## src/rtl/rom_arb_pkg.sv

```systemverilog
// Shared definitions for the ROM read-port arbiter and its round-robin core.
package rom_arb_pkg;

  typedef enum logic [1:0] {
    ST_IDLE = 2'd0,
    ST_READ = 2'd1,
    ST_RESP = 2'd2
  } arb_state_t;

  // Ceiling log2, never less than 1 so a two-requester build still gets an ID bit.
  function automatic int clog2(input int n);
    int r;
    r = 0;
    for (int v = n - 1; v > 0; v = v >> 1) begin
      r++;
    end
    return (r < 1) ? 1 : r;
  endfunction

endpackage

```

## src/rtl/rr_arbiter.sv

```systemverilog
// Combinational round-robin picker: first set request bit searching upward
// from last_grant+1, wrapping modulo NUM_REQ.
module rr_arbiter
  import rom_arb_pkg::*;
#(
  parameter int NUM_REQ = 4,
  parameter int ID_BITS = clog2(NUM_REQ)
) (
  input  logic [NUM_REQ-1:0] req,
  input  logic [ID_BITS-1:0] last_grant,
  output logic [NUM_REQ-1:0] grant,
  output logic [ID_BITS-1:0] grant_idx,
  output logic               any_req
);

  logic [ID_BITS-1:0] cand;

  // Rotating priority scan; the first hit wins and later hits are ignored.
  always_comb begin
    grant     = '0;
    grant_idx = '0;
    any_req   = 1'b0;
    cand      = '0;
    for (int i = 1; i <= NUM_REQ; i++) begin
      cand = ID_BITS'((int'(last_grant) + i) % NUM_REQ);
      if (!any_req && req[cand]) begin
        grant[cand] = 1'b1;
        grant_idx   = cand;
        any_req     = 1'b1;
      end
    end
  end

endmodule

```

## src/rtl/rom_read_arbiter.sv

```systemverilog
// Shares one ROM read port among NUM_REQ requesters; responses return on a
// single tagged channel with backpressure.
//
// state   | meaning
// --------+---------------------------------------------------------------
// IDLE    | waiting for a request; grant, address and read_en driven here
// READ    | ROM word valid on rom_read_data (sync or async ROM), captured
// RESP    | response held on resp_* until resp_ready
module rom_read_arbiter
  import rom_arb_pkg::*;
#(
  parameter int NUM_REQ    = 4,
  parameter int ADDR_BITS  = 4,
  parameter int DATA_WIDTH = 8,
  parameter int ID_BITS    = clog2(NUM_REQ)
) (
  input  logic                           clock,
  input  logic                           reset,
  input  logic [NUM_REQ-1:0]             req_valid,
  input  logic [NUM_REQ*ADDR_BITS-1:0]   req_addr,
  output logic [NUM_REQ-1:0]             req_ready,
  output logic                           resp_valid,
  input  logic                           resp_ready,
  output logic [ID_BITS-1:0]             resp_id,
  output logic [DATA_WIDTH-1:0]          resp_data,
  output logic                           rom_read_clk,
  output logic                           rom_read_en,
  output logic [ADDR_BITS-1:0]           rom_read_addr,
  input  logic [DATA_WIDTH-1:0]          rom_read_data
);

  arb_state_t               state;
  arb_state_t               state_nxt;
  logic [ADDR_BITS-1:0]     addr_reg;
  logic [ID_BITS-1:0]       id_reg;
  logic [ID_BITS-1:0]       last_grant;
  logic [ADDR_BITS-1:0]     addr_arr [NUM_REQ];
  logic [NUM_REQ-1:0]       grant;
  logic [ID_BITS-1:0]       grant_idx;
  logic                     any_req;

  // The ROM is clocked directly from the arbiter clock so sync-read timing lines up.
  assign rom_read_clk = clock;

  // Unpack the flat address bus into one slice per requester.
  always_comb begin
    for (int i = 0; i < NUM_REQ; i++) begin
      addr_arr[i] = req_addr[i*ADDR_BITS +: ADDR_BITS];
    end
  end

  rr_arbiter #(
    .NUM_REQ (NUM_REQ),
    .ID_BITS (ID_BITS)
  ) u_rr (
    .req        (req_valid),
    .last_grant (last_grant),
    .grant      (grant),
    .grant_idx  (grant_idx),
    .any_req    (any_req)
  );

  // State register.
  always_ff @(posedge clock or negedge reset) begin
    if (!reset) begin
      state <= ST_IDLE;
    end else begin
      state <= state_nxt;
    end
  end

  // Next-state and port-side outputs; the address only moves in IDLE so a
  // sync-read ROM latches it at the grant edge and it stays quiet afterwards.
  always_comb begin
    state_nxt     = state;
    req_ready     = '0;
    rom_read_en   = 1'b0;
    rom_read_addr = addr_reg;
    case (state)
      ST_IDLE: begin
        if (any_req) begin
          req_ready     = grant;
          rom_read_en   = 1'b1;
          rom_read_addr = addr_arr[grant_idx];
          state_nxt     = ST_READ;
        end
      end
      ST_READ: begin
        state_nxt = ST_RESP;
      end
      ST_RESP: begin
        if (resp_ready) begin
          state_nxt = ST_IDLE;
        end
      end
      default: begin
        state_nxt = ST_IDLE;
      end
    endcase
  end

  // Transaction datapath: latch the winner at grant, sample the ROM once in
  // READ so later ROM changes cannot disturb a pending response.
  always_ff @(posedge clock or negedge reset) begin
    if (!reset) begin
      addr_reg   <= '0;
      id_reg     <= '0;
      last_grant <= ID_BITS'(NUM_REQ - 1);
      resp_valid <= 1'b0;
      resp_id    <= '0;
      resp_data  <= '0;
    end else begin
      case (state)
        ST_IDLE: begin
          if (any_req) begin
            addr_reg   <= addr_arr[grant_idx];
            id_reg     <= grant_idx;
            last_grant <= grant_idx;
          end
        end
        ST_READ: begin
          resp_data  <= rom_read_data;
          resp_id    <= id_reg;
          resp_valid <= 1'b1;
        end
        ST_RESP: begin
          if (resp_ready) begin
            resp_valid <= 1'b0;
          end
        end
        default: ;
      endcase
    end
  end

endmodule
```

## config.mk

```make
export PLATFORM = sky130hd
export DESIGN_NAME = rom_read_arbiter
export DESIGN_NICKNAME = d
export VERILOG_FILES = /design/src/rtl/rom_arb_pkg.sv /design/src/rtl/rr_arbiter.sv /design/src/rtl/rom_read_arbiter.sv
export SDC_FILE = /design/constraint.sdc
export NUM_CORES = 1
export LEC_CHECK = 0
export CORE_MARGIN = 3
export CORE_UTILIZATION = 48
export CTS_CLUSTER_DIAMETER = 30
export CTS_CLUSTER_SIZE = 40
export DETAILED_ROUTE_END_ITERATION = 8
export PLACE_DENSITY = 0.93
export SKIP_CTS_REPAIR_TIMING = 1
export SLEW_MARGIN = 10
export SYNTH_ARGS = -nofsm -noshare
export SYNTH_HDL_FRONTEND = slang
export SYNTH_HIERARCHICAL = 1
export SYNTH_SLANG_ARGS = --single-unit
export TNS_END_PERCENT = 100
```

## constraint.sdc

```tcl
create_clock -name clock -period 8.6 [get_ports clock]
set_input_delay 1.29 -clock clock [delete_from_list [all_inputs] [get_ports clock]]
set_output_delay 1.29 -clock clock [all_outputs]
set_load 0.02 [all_outputs]
```

## Word-level counts from Yosys, hierarchy flattened

Cells that the tools add are included.

- Bits in registers: 21
- Input bits: 31
- Output and inout port bits: 21
- Word-level logic and storage cells: 85

- $add $sub $neg: 4
- Magnitude comparators: 9
- Equal/unequal tests: 4
- Multiplexer cells: 42
- Bitwise operators: 4
- Reduce and logical (&&, ||, !) cells: 15

Operators by type and width:

| kind | number |
|---|---|
| $mux W4 | 10 |
| $mux W1 | 15 |
| $lt A2 B3 Y1 const B | 4 |
| $mux W2 | 6 |
| $or A4 B4 Y4 | 3 |
| $bmux W1 S2 | 4 |
| $bmux W4 S2 | 1 |
| $demux W1 S2 | 4 |
| $ge A2 B1 Y1 const B | 4 |
| $logic_and A1 B1 Y1 | 7 |
| $pmux W2 S3 | 1 |
| $reduce_and A2 Y1 | 3 |
| $add A2 B1 Y2 const B | 2 |
| $add A2 B2 Y2 const B | 2 |
| $ne A2 B2 Y1 const B | 2 |
| $ge A3 B3 Y1 const B | 1 |
| $logic_not A1 Y1 | 3 |
| $not A2 Y3 | 1 |
| $eq A2 B1 Y1 const B | 1 |
| $eq A2 B2 Y1 const B | 1 |
| $logic_not A2 Y1 | 1 |
| $pmux W1 S2 | 1 |
| $reduce_bool A2 Y1 | 1 |

## Logic depth before layout (Yosys ltp)

- Word-level depth: 19
- Mapped depth: 11
- Gate-level depth less buffers: 8

## Cells and area by module

The synthesis kept the hierarchy.

By module, submodules not included:

| module | times used | cells each | area each (um^2) | sequential area each (um^2) |
|---|---|---|---|---|
| rom_read_arbiter | 1 | 59 | 952.2 | 528.0 |
| rr_arbiter | 1 | 68 | 525.5 | 0.0 |

==> reports/metrics.csv <==
stage,metric,value,unit
worst_setup_path,critPathLaunchType,clock port,
synthesis,synth_warnings,6,
grt,grt_max_degree,22,
synthesis,ys_ff_latch,21,
worst_setup_path,rr_worst_depth,7,
placement,gp_congestion,0.892,
worst_setup_path,critPathMaxFanout,2,
floorplanning,die_width,61.5,µm
synthesis,synth_edf_count,0,
cells_and_area,drive_gt1_share,22.0,%
worst_setup_path,crit_type,clk2out,
worst_hold_path,hp-start,resp_data[0],
placement,dp_hpwl,2660,µm
floorplanning,initial_core_util,51.8,%
worst_setup_path,rr_startpoint,last_grant[0],
cells_and_area,largest_reg_flops,8,
timing,slew_violations,0,
synthesis,synthTopCellsByArea,"dfrtp_1 (32%), mux2_2 (9.9%), mux4_2 (7.6%)",
synthesis,synthArstFlopShare,100,%
synthesis,yosysMostFrequentCell,dfrtp_1,
timing,final_hold_viol_count,0,
cells_and_area,antenna_cells,0,
worst_hold_path,hold_end,resp_data[0],
drt,drtPass1Iterations,4,
synthesis,yosys.area.top_type,dfrtp_1,
worst_setup_path,required,7.31,ns
power_and_ir_drop,ir_drop,0.212,mV
grt,gr-total-overflow,0,
grt,grt.total_usage,19.0,%
power_and_ir_drop,cellLeakagePower,0.811,nW
power_and_ir_drop,powerDensity,423,nW/µm²
synthesis,synthFlopType,dfrtp_1,
job,drv_cap,0,
floorplanning,num_rows,19,
timing,slew_headroom,37.2,%
run_status,status,"finished, final reports clean",
clock_tree,clkLatencyLatePin,0.42,ns
floorplanning,core,2850,µm²
power_and_ir_drop,p_total,847,µW
worst_setup_path,crit_path_end_kind,output pin,
synthesis,synth_common_cells,"dfrtp_1 (19), mux2_2 (13), nand2_1 (12)",
worst_setup_path,startpoint,clock,
drt,drt_iter0_markers,60,
worst_hold_path,timing.hold.worst.class,reg2reg,
worst_setup_path,arrival,5.06,ns
worst_setup_path,timing.reg2reg.setup_slack,5.56,ns
clock_tree,cts_tree,yes,
timing,rsz0062_at_grt,false,
drt,ant_nets,0,
drt,vias,1192,
cells_and_area,stdcell_count,208,
synthesis,synth_area_per_cell,11.6,µm²
drt,viasPerCell,5.73,
floorplanning,die-area,3780,µm²
synthesis,ys_types,42,
synthesis,synth_top_area_share,32.2,%
timing,max_slew.worst_pin.slew,0.938,ns
floorplanning,io_pins,52,
drt,wl,3430,µm
drt,drc_errors,0,
synthesis,synth_cells,127,
timing,skew,0.00878,ns
synthesis,syn-cell-area,1480,µm²
floorplanning,dieHeight,61.5,µm
timing,tns,0,ns
synthesis,synth_nets,166,
worst_hold_path,worstHoldPathCells,1,
synthesis,ys_seq_area_share,35.7,%
grt,antenna_found_initial,0,
placement,io_buffer_count,51,
placement,placed_cells,201,
clock_tree,clk_pin_slew,0.10,ns
worst_setup_path,r2r-end,addr_reg[3],
cells_and_area,area_delta_synth_final,35.6,%
grt,grt_pass1_vias,1191,
grt,grt_pass1_wl,5210,µm
cells_and_area,nets,217,
cells_and_area,n_fill_cell,207,
timing,setup_viol,0,
drt,wl_per_cell,16.5,µm
-- final cells by class --
type                            instances  area [µm²]  share of cell area [%]
Multi-Input combinational cell         93         858                    42.8
Sequential cell                        21         528                    26.4
Timing Repair Buffer                   50         500                    25.0
Clock buffer                            8        58.8                    2.94
Tap cell                               31        38.8                    1.94
Inverter                                5        18.8                   0.937
-- per-stage QoR --
stage	hold WS (ns)	util, %	instance area (µm²)	setup WS (ns)
floorplan	0.475	-	1480	2.88
global placement	0.471	68.5	1950	2.50
detailed placement	0.481	68.5	1950	2.50
CTS	0.506	70.2	2000	2.25
global route	0.519	70.2	2000	2.22
finish	0.499	70.2	2000	2.25
-- how the worst max path moves through the flow --
stage / slack, ns / endpoint / cells past startpoint
after floorplan: 2.88 / rom_read_clk / 1
after global placement: 2.50 / rom_read_clk / 1
after detailed placement: 2.50 / rom_read_clk / 1
after CTS: 2.25 / rom_read_clk / 3
after global routing: 2.22 / rom_read_clk / 3
final: 2.25 / rom_read_clk / 3
-- cells in the final DEF, fill, tap and decap left out, types with 2 or more instances in the layout --
| cell | instances |
|---|---|
| a21oi_1 | 2 |
| o21ai_1 | 5 |
| inv_1 | 4 |
| mux2i_1 | 2 |
| nor3b_1 | 2 |
| o21ai_0 | 2 |
| nand2_1 | 12 |
| mux2_2 | 13 |
| dfstp_2 | 2 |
| and2_1 | 4 |
| nor2_1 | 5 |
| mux4_2 | 5 |
| a221o_1 | 4 |
| nor2b_1 | 2 |
| dfrtp_1 | 19 |
| ha_1 | 8 |
| a21boi_0 | 3 |
| clkdlybuf4s50_1 | 51 |
| clkbuf_4 | 6 |
| mux2_4 | 4 |
-- power by group --
group          switching, mW  internal, mW  leakage [nW]
sequential            0.0466         0.155         0.244
clock                 0.0414        0.0414        0.0327
combinational          0.266         0.296         0.534
total                  0.354         0.493         0.811
-- critical path, cell delays in order --
cell and delay, ns:
clkbuf_4 0.11, clkbuf_4 0.12, clkdlybuf4s50_1 0.53
-- per-layer routing --
metal,GRT usage (%),part of all wire (%),up-vias
li1,-,-,560
met5,0,0,-
met3,8.18,8.7,8
met2,30.5,49,67
met4,8.79,2.2,0
met1,21.8,40,557
-- cells by family after synthesis --
kind of cell	after synthesis	synth area share, %
DFF	21	35.7
adders and majority gates	8	6.77
and+or+nand+nor	33	11.7
buffers and inverters	13	6.18
muxes	26	25.2
AOI/OAI and AO/OA	26	14.4
Power figures use the tool's default switching activity.
